[config.mk]
export PLATFORM = sky130hd
export DESIGN_NAME = program_sequencer
export DESIGN_NICKNAME = d
export VERILOG_FILES = /design/src/rtl/program_sequencer.sv
export SDC_FILE = /design/constraint.sdc
export NUM_CORES = 1
export LEC_CHECK = 0
export BUFFER_PORTS_ARGS = -buffer_cell sky130_fd_sc_hd__buf_4
export CAP_MARGIN = 10
export CORE_ASPECT_RATIO = 0.9
export CORE_MARGIN = 2
export CORE_UTILIZATION = 30
export CTS_CLUSTER_DIAMETER = 120
export DETAILED_ROUTE_END_ITERATION = 8
export MAX_ROUTING_LAYER = met4
export PLACE_DENSITY = 0.41
export SLEW_MARGIN = 40
export SYNTH_ARGS = -nofsm -noshare
export SYNTH_HDL_FRONTEND = slang
export SYNTH_SLANG_ARGS = --single-unit
[constraint.sdc]
create_clock -name clk_50MHz -period 4.5 [get_ports clk_50MHz]
set_clock_uncertainty 0.2 [all_clocks]
set_input_delay 0.225 -clock clk_50MHz [delete_from_list [all_inputs] [get_ports clk_50MHz]]
set_output_delay 0.225 -clock clk_50MHz [all_outputs]
set_load 0.02 [all_outputs]
[src/rtl/program_sequencer.sv]
// program_sequencer: loadable program store that issues one word at a time
// to the processor, pulsing run and waiting for done under a watchdog.
module program_sequencer #(
  parameter int WIDTH   = 16,
  parameter int DEPTH   = 32,
  parameter int AW      = 5,
  parameter int TIMEOUT = 64
) (
  input  logic             clk_50MHz,
  input  logic             reset,
  input  logic             load_en,
  input  logic [AW-1:0]    load_addr,
  input  logic [WIDTH-1:0] load_data,
  input  logic             start,
  input  logic [AW:0]      prog_len,
  input  logic             done,
  output logic [WIDTH-1:0] DIN,
  output logic             run,
  output logic [AW-1:0]    pc,
  output logic             busy,
  output logic             halted,
  output logic             error
);

  localparam int WW = $clog2(TIMEOUT + 1);
  localparam logic [AW:0]    DEPTH_L = (AW + 1)'(DEPTH);
  localparam logic [WW-1:0]  WD_MAX  = WW'(TIMEOUT - 1);

  typedef enum logic [2:0] {
    S_IDLE,
    S_ISSUE,
    S_WAIT,
    S_HALT,
    S_ERR
  } state_t;

  state_t           state;
  logic [WIDTH-1:0] mem [DEPTH];
  logic [AW:0]      len_r;
  logic [WW-1:0]    wd;
  logic [AW-1:0]    pc_nxt;
  logic             last;

  assign pc_nxt = pc + AW'(1);
  assign last   = ({1'b0, pc} == (len_r - (AW + 1)'(1)));

  // Program store survives reset; loads are locked out while executing.
  always_ff @(posedge clk_50MHz) begin
    if (load_en && !busy)
      mem[load_addr] <= load_data;
  end

  always_ff @(posedge clk_50MHz) begin
    if (reset) begin
      state  <= S_IDLE;
      DIN    <= '0;
      run    <= 1'b0;
      pc     <= '0;
      busy   <= 1'b0;
      halted <= 1'b0;
      error  <= 1'b0;
      len_r  <= '0;
      wd     <= '0;
    end else begin
      unique case (state)
        S_IDLE, S_HALT, S_ERR: begin
          if (start) begin
            halted <= 1'b0;
            error  <= 1'b0;
            if (prog_len == '0) begin
              state  <= S_HALT;
              halted <= 1'b1;
            end else begin
              state <= S_ISSUE;
              pc    <= '0;
              DIN   <= mem[0];
              run   <= 1'b1;
              busy  <= 1'b1;
              len_r <= (prog_len > DEPTH_L) ? DEPTH_L : prog_len;
            end
          end
        end
        S_ISSUE: begin
          run   <= 1'b0;
          wd    <= '0;
          state <= S_WAIT;
        end
        S_WAIT: begin
          // done takes priority over a watchdog expiring on the same edge
          if (done) begin
            if (last) begin
              state  <= S_HALT;
              halted <= 1'b1;
              busy   <= 1'b0;
            end else begin
              state <= S_ISSUE;
              pc    <= pc_nxt;
              DIN   <= mem[pc_nxt];
              run   <= 1'b1;
            end
          end else if (wd == WD_MAX) begin
            state <= S_ERR;
            error <= 1'b1;
            busy  <= 1'b0;
          end else begin
            wd <= wd + WW'(1);
          end
        end
        default: begin
          state <= S_IDLE;
          run   <= 1'b0;
          busy  <= 1'b0;
        end
      endcase
    end
  end

endmodule

==> results of run 1 <==
[flip-flops by register name (all words and copies together), names as in the netlist]
signal and cells:
DIN 16, mem 512, halted 1, run 1, state 3, len_r 6, wd 7, busy 1
error 1, pc 5
[stage by stage]
stage / util / hold slack [ps] / setup WS, ps
6_report: 0.360 / 72.1 / 1250
5_1_grt: 0.360 / 67.3 / 1150
4_1_cts: 0.360 / 32.9 / 1290
3_5_place_dp: 0.329 / 246 / 1320
3_3_place_gp: 0.329 / 240 / 1260
2_1_floorplan: - / 122 / 1920
[cells by family after synthesis]
| kind of cell | share of synthesized area |
|---|---|
| flops | 0.745 |
| simple gates | 0.0496 |
| mux | 0.141 |
| buf+inv | 0.0150 |
| xor+xnor | 0.00524 |
| fa+ha+maj | 0.00173 |
| compound gates | 0.0417 |
[worst max-delay path, stage by stage (launching register included)]
cell and delay (ps):
dfxtp_1 390, ha_4 580, buf_12 300, mux4_2 340, mux2i_1 490, a32oi_1 210
a32oi_1 390, a211oi_2 110
[repair_timing]
| item | 4_1_cts | 5_1_grt |
|---|---|---|
| buffers inserted | 0 | 0 |
| hold buffers | 32 | 0 |
| hold endpoints to repair | 554 | 0 |
[cells in the final DEF, fill, tap and decap left out, types with 4 or more instances in the layout]
master and n:
clkbuf_16 63, buf_12 6, nand2b_1 4, nor2_1 68, dlygate4sd3_1 32, clkinv_1 20, clkinv_2 11, a32oi_1 32
buf_4 103, nor3b_1 6, nand3b_1 5, xor2_1 5, inv_1 7, clkbuf_1 16, dfxtp_1 40, mux4_2 128
a211oi_2 16, xnor2_1 6, nand3_1 23, a31oi_1 17, mux2i_1 19, bufinv_16 4, edfxtp_1 512, nand2_1 112
a21oi_1 20, nor2_2 5, o21ai_0 6
[cell type report]
cell class	instances	area [um2]
Antenna cell	3	7.51
Clock buffer	79	1640
Clock inverter	36	259
Fill cell	6800	45900
Inverter	7	26.3
Multi-Input combinational cell	522	5260
Sequential cell	553	16200
Tap cell	950	1190
Timing Repair Buffer	141	1210
[power by group through the flow]
stage          clock [mW]  sequential (mW)  combinational (mW)
3_5_place_dp            0             5.85               0.794
4_1_cts              4.92             5.74               0.821
2_1_floorplan           0             5.86               0.432
6_report             4.78             5.74               0.803
3_3_place_gp            0             5.85               0.787
5_1_grt              5.11             5.74               0.870
[worst max path at each step]
stage | depth (start not counted) | slack [ps] | endpoint | start
CTS | 6 | 1290 | DIN[1]$_SDFFE_PP0P_ | pc[0]$_SDFFE_PP0P_
global route | 6 | 1150 | DIN[7]$_SDFFE_PP0P_ | pc[0]$_SDFFE_PP0P_
global placement | 6 | 1260 | DIN[1]$_SDFFE_PP0P_ | pc[0]$_SDFFE_PP0P_
detailed placement | 6 | 1320 | DIN[1]$_SDFFE_PP0P_ | pc[0]$_SDFFE_PP0P_
finish | 7 | 1250 | DIN[7]$_SDFFE_PP0P_ | pc[1]$_SDFFE_PP0P_
floorplan | 8 | 1920 | DIN[5]$_SDFFE_PP0P_ | pc[0]$_SDFFE_PP0P_
[layer usage]
metal	part of all wire	GRT usage	wire length [um]
met5	0	-	0
met4	0.019	0.0430	1180
met3	0.050	0.0293	3040
met2	0.46	0.250	27900
met1	0.47	0.242	29000
==> qor.yml, run 1 <==
drt_first_pass_iters: 5
finalHoldViolations: 0
ys_ff_latch: 553
drt_iter0_markers: 976
cts_resized: 0
dp_cells: 2141
placement_rows: 93
synthFlopType: "edfxtp_1"
max_slew_margin: 0.481
grt_pass1_wl_um: 87000
antenna_found_initial: 2
power.total_mw: 11.3
start_util: 0.303
hp-class: "input port to register"
finalSetupTns_ps: 0
via_per_inst: 5.00
synth_area_mm2: 0.0217
worstRegToRegCells: 7
route.detailed.drc: 0
setup_viol: 0
numCtsBuffers: 61
outcome: "finished, final reports clean"
synthCells: 1148
p_seq_frac: 0.507
finalCritPeriodShare: 0.722
core_mm2: 0.0717
port_buffers: 56
layout.nets: 1321
dieArea_mm2: 0.0746
p_int_mw: 8.77
synth_most_common_cell: "edfxtp_1"
hpwlAfterDp_um: 36700
ys_seq_area_frac: 0.745
worstHoldEndpoint: "mem[29][15]$_DFFE_PP_"
cp.arrival_ps: 3520
clock_power_share: 0.422
final_cell_area_mm2: 0.0258
worst_pin_slew_ps: 775
grt_pass1_vias: 11500
die_w_um: 288
p_comb_frac: 0.071
layout-drive-gt1-share: 0.262
ant_nets: 0
synth_cell_types: 50
worstSkewPairLatency_ps: 620
wl_um: 61200
yosysTopAreaCell: "edfxtp_1"
p_leak_nw: 7.99
ys_warn_count: 0
syn_area_per_cell_um2: 18.9
netlist_top_cells_area: "edfxtp_1 (71%), mux4_2 (13%), dfxtp_1 (3.8%)"
place_congestion: 0.757
r2r_slack_ps: 1250
netSwitchingFraction: 0.226
cts_root_buf: "clkbuf_16"
post_drt_wl_per_cell_um: 26.7
max_freq_mhz: 308
drv_slew: 0
synthArstFlopShare: 0
cp_max_fo: 33
endpoint_kind: "register"
path_class: "register to register"
holdPathStages: 3
rsz0062_at_grt: "no"
grt_overflow: 0
r2r_end: "DIN[7]$_SDFFE_PP0P_"
h-tree-depth: 2
p_sw_mw: 2.56
dpl-instance-area_mm2: 0.0236
yosysTopAreaCellShare: 0.708
cp.required_ps: 4770
max_cap_viol_count: 0
instances_no_fill: 2291
synth_commonest_cells: "edfxtp_1 (512), mux4_2 (128), nand2_1 (112)"
syn2layout_area_growth_pct: 18.7
grtUsageTotal: 0.169
min_from: "load_addr[2]"
vias: 11500
ir_worst_vdd_mv: 0.287
grt_max_degree: 78
min_period_ps: 3250
io_pins: 57
synth_edf_count: 512
cts_tree: "done"
r2r_start: "pc[1]$_SDFFE_PP0P_"
syn_nets: 1183
cts_sinks: 553
power_density_mw_per_mm2: 439
cts.path.max_buffers: 3
die_height_um: 259
start_kind: "register"
path_clk_slew_ps: 60
No activity file was read; power rests on OpenSTA's default activity.
==> run 2: changes to the inputs <==
ABC_AREA = 1   (was not set)
PLACE_DENSITY = 0.43   (was 0.41)
clock period = 2.9 ns   (was 4.5 ns; I/O delays follow)
==> run 2 against run 1 <==
Compared with the run above:
- combinational power grew to 10 times the previous value
- worst hold slack worse by 14 ps
- setup slack worse by 940 ps
- first-iteration DRC count is 23% higher
- sequential power is 62% higher
- global-route usage is 1.4 points higher
- largest power group unchanged
- critical endpoint is now DIN[1]$_SDFFE_PP0P_
- highest routed layer unchanged
- core utilization hardly changed
==> qor.yml, run 2 <==
layout-drive-gt1-share: 0.105  # -0.157
io_pins: 57  # unchanged
synth_edf_count: 512  # unchanged
syn_nets: 2355  # +99%
grt_max_degree: 80  # +2.6%
grt_overflow: 0  # unchanged
max_cap_viol_count: 0  # unchanged
ir_worst_vdd_mv: 0.575  # +100%
via_per_inst: 4.65  # -7.0%
max_slew_margin: 0.446  # -0.0358
cts_root_buf: "clkbuf_16"
grtUsageTotal: 0.184  # +0.0144
ys_warn_count: 0  # unchanged
place_congestion: 0.824  # +8.8%
start_util: 0.304  # +0.00113
dp_cells: 3368  # +57%
instances_no_fill: 3516  # +53%
grt_pass1_vias: 15900  # +39%
reg.largest.list: "mem: 512 flops, DIN: 16 flops, wd: 7 flops"
numCtsBuffers: 60  # -1.6%
setup_viol: 0  # unchanged
final_common_cell: "nand2_1"
synthCells: 2320  # +100%
cts_tree: "done"
vias: 16400  # +43%
rsz0062_at_grt: "no"
min_period_ps: 2590  # -661 ps
h-tree-depth: 2  # unchanged
placement_rows: 97  # +4.3%
start_kind: "register"
outcome: "finished, final reports clean"
yosysTopAreaCellShare: 0.646  # -0.0611
fillers: 7799  # +15%
power_density_mw_per_mm2: 882  # +100%
worstSkewPairLatency_ps: 660  # +40 ps
holdPathStages: 4  # +1
drv_slew: 0  # unchanged
cp_max_fo: 48  # +45%
cp.required_ps: 3230  # -1540 ps
layout.nets: 2460  # +86%
path_clk_slew_ps: 60  # about the same
route.detailed.drc: 0  # unchanged
dieArea_mm2: 0.0815  # +9.3%
syn_area_per_cell_um2: 10.3  # -46%
port_buffers: 56  # unchanged
drt_first_pass_iters: 5  # unchanged
finalSetupTns_ps: 0  # unchanged
grt_pass1_wl_um: 108000  # +24%
cts.path.max_buffers: 3  # unchanged
post_drt_wl_per_cell_um: 20.6  # -23%
ys_seq_area_frac: 0.681  # -0.0643
ys_ff_latch: 553  # unchanged
hp-class: "input port to register"
synth_most_common_cell: "nand2_1"
die_height_um: 271  # +4.5%
wl_um: 72400  # +18%
drt_iter0_markers: 1198  # +23%
yosysTopAreaCell: "edfxtp_1"
syn2layout_area_growth_pct: 18.4
die_w_um: 301  # +4.6%
hpwlAfterDp_um: 41200  # +12%
r2r_slack_ps: 310  # -940 ps
netlist_top_cells_area: "edfxtp_1 (65%), nand2_1 (13%), nand3_1 (8.2%)"
synth_area_mm2: 0.0238  # +9.4%
worst_pin_slew_ps: 831  # +55.7 ps
finalHoldViolations: 0  # unchanged
ant_nets: 0  # unchanged
core_mm2: 0.0782  # +9.0%
max_freq_mhz: 387  # +26%
p_leak_nw: 11.1  # +39%
synth_commonest_cells: "nand2_1 (826), edfxtp_1 (512), nand3_1 (390)"
endpoint_kind: "register"
synthFlopType: "edfxtp_1"
synth_cell_types: 34  # -32%
cts_sinks: 553  # unchanged
synthArstFlopShare: 0  # unchanged
postLayoutCoreUtil: 0.360  # +0.000398
finalCritPeriodShare: 0.892  # +0.170
path_class: "register to register"
top_register: "mem"
cp.arrival_ps: 2920  # -600 ps
worstRegToRegCells: 12  # +5
antenna_found_initial: 1  # -1
largest_reg_flops: 512  # unchanged
cts_resized: 0  # unchanged
final_cell_mix: "nand2_1 (825), edfxtp_1 (512), nand3_1 (390)"
-- run 2: critical path: stages (launching register included) --
cell and delay, ps:
dfxtp_4 420, ha_4 180, nor2_1 220, inv_1 100, nand2_2 100, buf_12 310
nand3_1 270, nand3_1 140, nand2_1 70, nand2_1 170, nand3_1 110, nor2_1 90
nor2_1 60
-- run 2: kinds of logic (layout without fill, tap and decap cells) --
logic type | Yosys count | in the layout | synth area share
simple gates | 1366 | 1366 | 0.242
compound gates | 37 | 37 | 0.00910
fa+ha+maj | 3 | 3 | 0.00158
buf+inv | 353 | 507 | 0.0632
xor+xnor | 8 | 8 | 0.00326
flops | 553 | 553 | 0.681
other cells | 0 | 3 | 0
-- run 2: timing repair --
action	4_1_cts	5_1_grt
setup buffers	0	0
hold buffers	34	0
hold endpoints to repair	568	0
-- run 2: per-stage QoR --
step                area [um2]  hold WS (ps)  setup WS [ps]  power, mW
global placement         25900           199            305       17.7
global route             28200          68.5            115       26.3
CTS                      28200          40.3            294       25.1
finish                   28200          58.3            314       24.8
detailed placement       25900           209            307       17.7
floorplan                23800          23.5            723       14.5
-- run 2: per-layer routing --
| layer | up-vias | routed length [um] | track usage |
|---|---|---|---|
| met2 | 360 | 31800 | 0.271 |
| met4 | 0 | 1570 | 0.0450 |
| li1 | 7882 | - | - |
| met3 | 98 | 3590 | 0.0230 |
| met1 | 8011 | 35500 | 0.268 |
| met5 | - | 0 | - |
-- run 2: power by group --
group / switching [mW] / internal, mW / leakage [nW]
Combinational: 5.73 / 2.49 / 5.22
Sequential: 0.301 / 8.98 / 4.95
Clock: 3.26 / 4.08 / 0.909
Total: 9.29 / 15.6 / 11.1
-- run 2: path summary, 6_finish.rpt --
check                startpoint                     to
max          pc[0]$_SDFFE_PP0P_    DIN[1]$_SDFFE_PP0P_
min                load_addr[3]  mem[25][15]$_DFFE_PP_
max reg2reg  pc[0]$_SDFFE_PP0P_    DIN[1]$_SDFFE_PP0P_
min reg2reg    run$_SDFFE_PP0P_       run$_SDFFE_PP0P_
-- run 2: cell type report --
class | count | area (um2) | area share
inverters | 238 | 905 | 0.0321
clock buffers | 83 | 1660 | 0.0588
multi-input cells | 1414 | 6170 | 0.219
diodes | 3 | 7.51 | 0.000267
well taps | 1039 | 1300 | 0.0462
clock inverters | 28 | 208 | 0.00738
repair buffers | 158 | 1710 | 0.0607
flip-flops and latches | 553 | 16200 | 0.575
